===== src/rtl/alu_rs_scheduler.sv =====
// Reservation station and issue scheduler for a single integer ALU.
// Optional age-ordered select: define ALU_RS_AGE_PRIORITY_EN (default is lowest-index select).
module alu_rs_scheduler #(
  parameter int DEPTH = 8,
  parameter int CNTW  = $clog2(DEPTH) + 1
) (
  input  logic            clk,
  input  logic            rst_n,
  input  logic            disp_valid,
  output logic            disp_ready,
  input  logic [3:0]      disp_opcode,
  input  logic [15:0]     disp_imm,
  input  logic [15:0]     disp_pc,
  input  logic [15:0]     disp_opr1,
  input  logic [6:0]      disp_opr1_tag,
  input  logic            disp_opr1_rdy,
  input  logic [15:0]     disp_opr2,
  input  logic [6:0]      disp_opr2_tag,
  input  logic            disp_opr2_rdy,
  input  logic [15:0]     disp_prev,
  input  logic [6:0]      disp_prev_tag,
  input  logic            disp_prev_rdy,
  input  logic            disp_c,
  input  logic [7:0]      disp_c_tag,
  input  logic            disp_c_rdy,
  input  logic            disp_z,
  input  logic [7:0]      disp_z_tag,
  input  logic            disp_z_rdy,
  input  logic            disp_neg_opr2,
  input  logic [1:0]      disp_cz_cond,
  input  logic            disp_branch_pred,
  input  logic [6:0]      disp_dest,
  input  logic [2:0]      disp_arch_dest,
  input  logic [7:0]      disp_c_dest,
  input  logic [7:0]      disp_z_dest,
  input  logic [6:0]      disp_rob_idx,
  input  logic            wb_w,
  input  logic [6:0]      wb_rr,
  input  logic [15:0]     wb_d,
  input  logic            wb_c_w,
  input  logic [7:0]      wb_c_rr,
  input  logic            wb_c,
  input  logic            wb_z_w,
  input  logic [7:0]      wb_z_rr,
  input  logic            wb_z,
  input  logic            flush,
  input  logic [6:0]      rob_head,
  output logic            iss_valid,
  output logic [3:0]      iss_opcode,
  output logic [15:0]     iss_imm,
  output logic [15:0]     iss_pc,
  output logic [15:0]     iss_opr1,
  output logic [15:0]     iss_opr2,
  output logic [15:0]     iss_prev,
  output logic            iss_c,
  output logic            iss_z,
  output logic            iss_neg_opr2,
  output logic [1:0]      iss_cz_cond,
  output logic            iss_branch_pred,
  output logic [6:0]      iss_dest,
  output logic [2:0]      iss_arch_dest,
  output logic [7:0]      iss_c_dest,
  output logic [7:0]      iss_z_dest,
  output logic [6:0]      iss_rob_idx,
  output logic [CNTW-1:0] rs_count
);
  localparam int IDXW = $clog2(DEPTH);

  typedef struct packed {
    logic [3:0]  opcode;
    logic [15:0] imm;
    logic [15:0] pc;
    logic [15:0] opr1;
    logic [6:0]  opr1_tag;
    logic        opr1_rdy;
    logic [15:0] opr2;
    logic [6:0]  opr2_tag;
    logic        opr2_rdy;
    logic [15:0] prev;
    logic [6:0]  prev_tag;
    logic        prev_rdy;
    logic        c;
    logic [7:0]  c_tag;
    logic        c_rdy;
    logic        z;
    logic [7:0]  z_tag;
    logic        z_rdy;
    logic        neg_opr2;
    logic [1:0]  cz_cond;
    logic        branch_pred;
    logic [6:0]  dest;
    logic [2:0]  arch_dest;
    logic [7:0]  c_dest;
    logic [7:0]  z_dest;
    logic [6:0]  rob_idx;
  } entry_t;

  entry_t [DEPTH-1:0] ent_q, ent_d;
  logic   [DEPTH-1:0] valid_q, valid_d;
  entry_t             iss_q, iss_d;
  logic               iss_valid_q, iss_valid_d;
  entry_t             disp_ent;
  logic   [DEPTH-1:0] elig;
  logic               sel_found, free_found;
  logic   [IDXW-1:0]  sel_idx, free_idx;
  logic   [CNTW-1:0]  cnt;

  // Capture any matching broadcast into a not-yet-ready source.
  function automatic entry_t wake(input entry_t e,
                                  input logic ww, input logic [6:0] wrr, input logic [15:0] wd,
                                  input logic cw, input logic [7:0] crr, input logic cv,
                                  input logic zw, input logic [7:0] zrr, input logic zv);
    entry_t r;
    r = e;
    if (!e.opr1_rdy && ww && e.opr1_tag == wrr) begin r.opr1 = wd; r.opr1_rdy = 1'b1; end
    if (!e.opr2_rdy && ww && e.opr2_tag == wrr) begin r.opr2 = wd; r.opr2_rdy = 1'b1; end
    if (!e.prev_rdy && ww && e.prev_tag == wrr) begin r.prev = wd; r.prev_rdy = 1'b1; end
    if (!e.c_rdy && cw && e.c_tag == crr) begin r.c = cv; r.c_rdy = 1'b1; end
    if (!e.z_rdy && zw && e.z_tag == zrr) begin r.z = zv; r.z_rdy = 1'b1; end
    return r;
  endfunction

  always_comb begin
    disp_ent = '{opcode: disp_opcode, imm: disp_imm, pc: disp_pc,
                 opr1: disp_opr1, opr1_tag: disp_opr1_tag, opr1_rdy: disp_opr1_rdy,
                 opr2: disp_opr2, opr2_tag: disp_opr2_tag, opr2_rdy: disp_opr2_rdy,
                 prev: disp_prev, prev_tag: disp_prev_tag, prev_rdy: disp_prev_rdy,
                 c: disp_c, c_tag: disp_c_tag, c_rdy: disp_c_rdy,
                 z: disp_z, z_tag: disp_z_tag, z_rdy: disp_z_rdy,
                 neg_opr2: disp_neg_opr2, cz_cond: disp_cz_cond,
                 branch_pred: disp_branch_pred, dest: disp_dest,
                 arch_dest: disp_arch_dest, c_dest: disp_c_dest,
                 z_dest: disp_z_dest, rob_idx: disp_rob_idx};
    cnt = '0;
    free_found = 1'b0;
    free_idx = '0;
    for (int i = 0; i < DEPTH; i++) begin
      elig[i] = valid_q[i] && ent_q[i].opr1_rdy && ent_q[i].opr2_rdy &&
                ent_q[i].prev_rdy && ent_q[i].c_rdy && ent_q[i].z_rdy;
      cnt = cnt + CNTW'(valid_q[i]);
      if (!valid_q[i] && !free_found) begin
        free_found = 1'b1;
        free_idx = IDXW'(i);
      end
    end
  end

`ifdef ALU_RS_AGE_PRIORITY_EN
  logic [6:0] dist, best_dist;
  // Oldest by ROB distance from head wins; strict compare keeps ties on the lower index.
  always_comb begin
    sel_found = 1'b0;
    sel_idx = '0;
    dist = '0;
    best_dist = '0;
    for (int i = 0; i < DEPTH; i++) begin
      dist = ent_q[i].rob_idx - rob_head;
      if (elig[i] && (!sel_found || dist < best_dist)) begin
        sel_found = 1'b1;
        sel_idx = IDXW'(i);
        best_dist = dist;
      end
    end
  end
`else
  logic unused_rob_head;
  assign unused_rob_head = ^rob_head;
  always_comb begin
    sel_found = 1'b0;
    sel_idx = '0;
    for (int i = 0; i < DEPTH; i++) begin
      if (elig[i] && !sel_found) begin
        sel_found = 1'b1;
        sel_idx = IDXW'(i);
      end
    end
  end
`endif

  always_comb begin
    valid_d = valid_q;
    for (int i = 0; i < DEPTH; i++)
      ent_d[i] = wake(ent_q[i], wb_w, wb_rr, wb_d, wb_c_w, wb_c_rr, wb_c, wb_z_w, wb_z_rr, wb_z);
    if (sel_found) valid_d[sel_idx] = 1'b0;
    if (disp_valid && free_found) begin
      valid_d[free_idx] = 1'b1;
      ent_d[free_idx] = wake(disp_ent, wb_w, wb_rr, wb_d, wb_c_w, wb_c_rr, wb_c,
                             wb_z_w, wb_z_rr, wb_z);
    end
    iss_valid_d = sel_found && !flush;
    iss_d = '0;
    if (iss_valid_d) iss_d = ent_q[sel_idx];
    if (flush) valid_d = '0;
  end

  always_ff @(posedge clk or negedge rst_n) begin
    if (!rst_n) begin
      ent_q       <= '0;
      valid_q     <= '0;
      iss_q       <= '0;
      iss_valid_q <= 1'b0;
    end else begin
      ent_q       <= ent_d;
      valid_q     <= valid_d;
      iss_q       <= iss_d;
      iss_valid_q <= iss_valid_d;
    end
  end

  assign disp_ready      = free_found;
  assign rs_count        = cnt;
  assign iss_valid       = iss_valid_q;
  assign iss_opcode      = iss_q.opcode;
  assign iss_imm         = iss_q.imm;
  assign iss_pc          = iss_q.pc;
  assign iss_opr1        = iss_q.opr1;
  assign iss_opr2        = iss_q.opr2;
  assign iss_prev        = iss_q.prev;
  assign iss_c           = iss_q.c;
  assign iss_z           = iss_q.z;
  assign iss_neg_opr2    = iss_q.neg_opr2;
  assign iss_cz_cond     = iss_q.cz_cond;
  assign iss_branch_pred = iss_q.branch_pred;
  assign iss_dest        = iss_q.dest;
  assign iss_arch_dest   = iss_q.arch_dest;
  assign iss_c_dest      = iss_q.c_dest;
  assign iss_z_dest      = iss_q.z_dest;
  assign iss_rob_idx     = iss_q.rob_idx;
endmodule


===== config.mk =====
export PLATFORM = sky130hd
export DESIGN_NAME = alu_rs_scheduler
export DESIGN_NICKNAME = d
export VERILOG_FILES = /design/src/rtl/alu_rs_scheduler.sv
export SDC_FILE = /design/constraint.sdc
export NUM_CORES = 2
export LEC_CHECK = 0
export ABC_CLOCK_PERIOD_IN_PS = 3400
export CORE_MARGIN = 3
export CORE_UTILIZATION = 55
export CTS_CLUSTER_DIAMETER = 150
export DETAILED_ROUTE_END_ITERATION = 8
export PLACE_DENSITY = 0.77
export SETUP_SLACK_MARGIN = 0.02
export SLEW_MARGIN = 5
export SYNTH_ARGS = -nofsm -noshare
export SYNTH_HDL_FRONTEND = slang
export SYNTH_SLANG_ARGS = --single-unit

===== constraint.sdc =====
create_clock -name clk -period 3.4 [get_ports clk]
set_input_delay 0.68 -clock clk [delete_from_list [all_inputs] [get_ports clk]]
set_output_delay 0.68 -clock clk [all_outputs]
set_load 0.01 [all_outputs]

# Word level (Yosys, flattened, before mapping)
# Cells that the tools add are included.
# word_totals
ff_bits,1452
latch_bits,0
mem_bits_rw,0
romBits,0
inputBits,220
out_inout_bits,129
n_memories,0
# classes
add_sub_neg,7
multipliers,0
div_mod_pow,0
n_lt_le_gt_ge,4
n_eq_ne,45
shifts,0
muxes,144
bitwise_logic,3
n_reduce_logical,214
# op_table
cell,count
$bwmux 1320,1
$mux 1284,1
$bmux 165 s3,1
$demux 165 s3,1
$mux 165,3
$mux 16,30
$eq 7x7->1,27
$logic_and 1x1->1,148
$eq 8x8->1,18
$mux 1,90
$logic_not 1->1,66
$mux 3,11
$mux 8,3
$add 4x1->4,4
$and 8x8->8,1
$lt 3x4->1 const B,2
$not 8->8,1
$or 8x8->8,1
$demux 1 s3,2
$ge 3x1->1 const B,2
$add 3x1->4,1
$add 2x1->3,1
$add 1x1->2,1
$mux 2,1

# Longest topological paths before layout
# depth
depth_word,37
depth_mapped,11
depth_no_buf,9

# Worst setup path after synthesis
# No wires, ideal clock.
# synth_timing
path_kind,reg2out
from,reg valid_q[0]
to,out rs_count[2]
arrival_ns,2.802
t_required_ns,2.720
path_slack_ns,-0.082
path_stages_with_launch,9
n_path_buf,0
cell_sequence,dfrtp_1 -> fa_1 -> inv_1 -> fa_1 -> fa_1 -> inv_1 -> ha_1 -> fa_1 -> xor2_1
# synth_via
elab_chain_len,7
# synth_lines
item,line,source
"start, declared",99,"logic [DEPTH-1:0] valid_q, valid_d;"
"start signal, assigned",204,valid_q <= valid_d;
$add 1x1->2,140,cnt = cnt + CNTW'(valid_q[i]);
$add 2x1->3,140,
$add 3x1->4,140,
$add 4x1->4 (4 in series),140,
"end, declared",65,output logic [CNTW-1:0] rs_count
# Every way passes these cells.

# Worst setup path in the final report
# layout_timing
from,reg valid_q[0]
to,out rs_count[1]
# Same word-level chain as after synthesis.

==> metrics.yaml <==
outcome: "complete, but fails checks"
violations: "negative setup slack"
fmax_mhz: 228
synth_edf_count: 0
layout-drive-gt1-share_pct: 12.6
worst_slew_pin_slew_ns: 1.36
root_buffer: "clkbuf_16"
critPathKind: "flip-flop to output port"
ir_drop_v: 0.000502
antenna_found_initial: 36
r2r_setup_slack_ns: 0.09
skew_ns: 0.0248
synthArstFlopShare_pct: 100
synth_cell_types: 55
insertion_delay_ns: 0.80
clock-sinks: 1452
finalCriticalPeriod_ns: 4.39
crit_path_start_kind: "flip-flop"
end_kind: "output port"
final_cell_area_um2: 80100
synthTopCellsByArea: "dfrtp_1 (53%), nand2_1 (17%), o22ai_1 (3.7%)"
grt_usage_pct: 35.9
drv_slew: 0
post-synth-top-count-cell: "nand2_1"
die_w_um: 360
leakage_uw: 0.0396
place_area_um2: 75000
rsz0062_at_grt: "true"
grt_pass1_wl_mm: 362
avgViaCountPerCell: 6.31
drtIter0Drc: 7755
synth_top_area_cell: "dfrtp_1"
dpl.hpwl_mm: 142
coreArea_um2: 124000
period_share_pct: 129
yosys-top-cells-count: "nand2_1 (3057), dfrtp_1 (1452), nor2_1 (633)"
required_ns: 2.72
final_nets: 8224
cts_inserted_buffers: 155
num_vias: 61674
die_h_um: 360
area_delta_synth_final_pct: 16.2
drc: 0
p_per_area_nw_per_um2: 537
grt_pass1_vias: 61781
slew_headroom_pct: 9.30
grt_max_degree: 109
seq_area_frac_synth_pct: 52.7
fin_cells: 9775
drt_first_pass_iters: 6
gp_congestion: 0.901
clk_path_buf_depth: 3
crit_arrival_ns: 3.71
synth_area_um2: 68900
hold_violations: 0
htree_levels: 4
io_buffers: 341
dieArea_um2: 130000
ys_warn_count: 0
rows: 129
fillCellCount: 9664
placed_cells: 9466
clk_pin_slew_ns: 0.06
postSynthAreaPerCell_um2: 8.74
routed_wirelength_mm: 236
finalPower_uw: 43000
setup_viol: 5
grt_overflow: 0
postRouteAntennaNets: 0
syn_nets: 8113
synthCells: 7884
initial_core_util_pct: 55.5
wl_per_cell_um: 24.2
synth_top_area_share_pct: 52.7
path_max_fanout: 2
maxCapViolCount: 0
worst_slack_ns: -0.991
hold_path.class: "flip-flop to flip-flop"
synth_ff_type: "dfrtp_1"
io_pins: 349
synth-seq-cells: 1452
cts_tree: "built"
fin_setup_tns_ns: -4.00
[power breakdown]
group / internal (µW) / leakage, µW / total [µW] / switching (µW)
clock: 9720 / 0.00244 / 16800 / 7090
sequential: 19300 / 0.0193 / 20500 / 1170
combinational: 2410 / 0.0179 / 5750 / 3350
[cell families after synthesis]
kind of cell / Yosys count / share of synthesized area (%)
DFF: 1452 / 52.7
AOI/OAI and AO/OA: 1212 / 13.5
muxes: 57 / 0.926
and+or+nand+nor: 4036 / 23.4
buffers and inverters: 784 / 5.01
adders and majority gates: 9 / 0.207
xor gates and xnor gates: 334 / 4.24
[final cells by class]
| type | instances | area (µm²) | area share (%) |
|---|---|---|---|
| flip-flops and latches | 1452 | 36300 | 45.4 |
| multi-input cells | 5648 | 29400 | 36.7 |
| repair buffers | 709 | 7230 | 9.03 |
| clock buffers | 225 | 4440 | 5.54 |
| well taps | 1637 | 2050 | 2.56 |
| clock inverters | 45 | 512 | 0.639 |
| inverters | 29 | 109 | 0.136 |
| diodes | 30 | 75.1 | 0.0937 |
[layout by cell type (no fill, tap or decap), drive strengths merged, types with 3 or more instances in the layout]
cell	count
clkbuf	225
a211oi	137
nor4b	3
dfrtp	1452
inv	39
o31ai	3
a31o	232
xor2	136
o21ai	43
buf	379
o22ai	411
nor3	5
or2	22
or3	5
clkdlybuf4s50	329
a21oi	148
mux2i	3
xnor2	198
nor2	634
and3	139
nand3	9
nor4	43
nand2b	6
mux2	54
clkinv	25
and4	15
a31oi	13
a2111oi	123
bufinv	9
diode	30
nand4	55
nand4b	4
nor2b	4
nor3b	3
nand3b	18
ha	5
a22oi	96
fa	4
nand2	3059
and2	9
[what timing repair did]
action	CTS	global route
hold buffers	1	0
cloned	0	0
setup buffers	3	6
pin swaps	6	7
hold endpoints to repair	61	0
setup endpoints to repair	5	36
resized for setup	24	4
[final timing paths]
check	from	endpoint	depth (start not counted)
hold / removal	ent_q[346]	ent_q[346]	2
hold reg to reg	ent_q[346]	ent_q[346]	2
min in group asynchronous	rst_n	iss_opr1[15]	2
setup reg to reg	valid_q[0]	ent_q[278]	9
max in group asynchronous	rst_n	ent_q[960]	3
setup / recovery	valid_q[0]	rs_count[1]	8
[worst max-delay path, stage by stage, from the launching register on]
cell     delay (ns)
dfrtp_1        0.41
fa_1           0.59
inv_2          0.05
fa_1           0.46
fa_1           0.53
inv_2          0.07
ha_4           0.16
fa_2           0.53
buf_6          0.10
[sequential cells by signal, summed over array words and instances, names as in the netlist, 16 cells and up]
name,flops
iss_pc,16
iss_prev,16
iss_opr2,16
ent_q,1320
iss_opr1,16
iss_imm,16
[routing by layer]
layer  track usage, %  up-vias  part of all wire [%]
li1                 -    26347                     -
met1             46.6    29967                    37
met2             55.2     4390                    45
met3             9.67      952                    13
met4             19.7       18                   5.6
met5                0        -                 0.056
[through the flow]
stage / worst slack [ns] / util, % / hold slack, ns
after global placement: -0.705 / 60.4 / 0.449
after floorplan: 0.0269 / - / 0.384
after global routing: -1.06 / 64.5 / 0.482
after CTS: -1.15 / 64.4 / 0.468
final: -0.991 / 64.5 / 0.468
after detailed placement: -0.610 / 60.4 / 0.454
(Power assumes the default switching activity.)
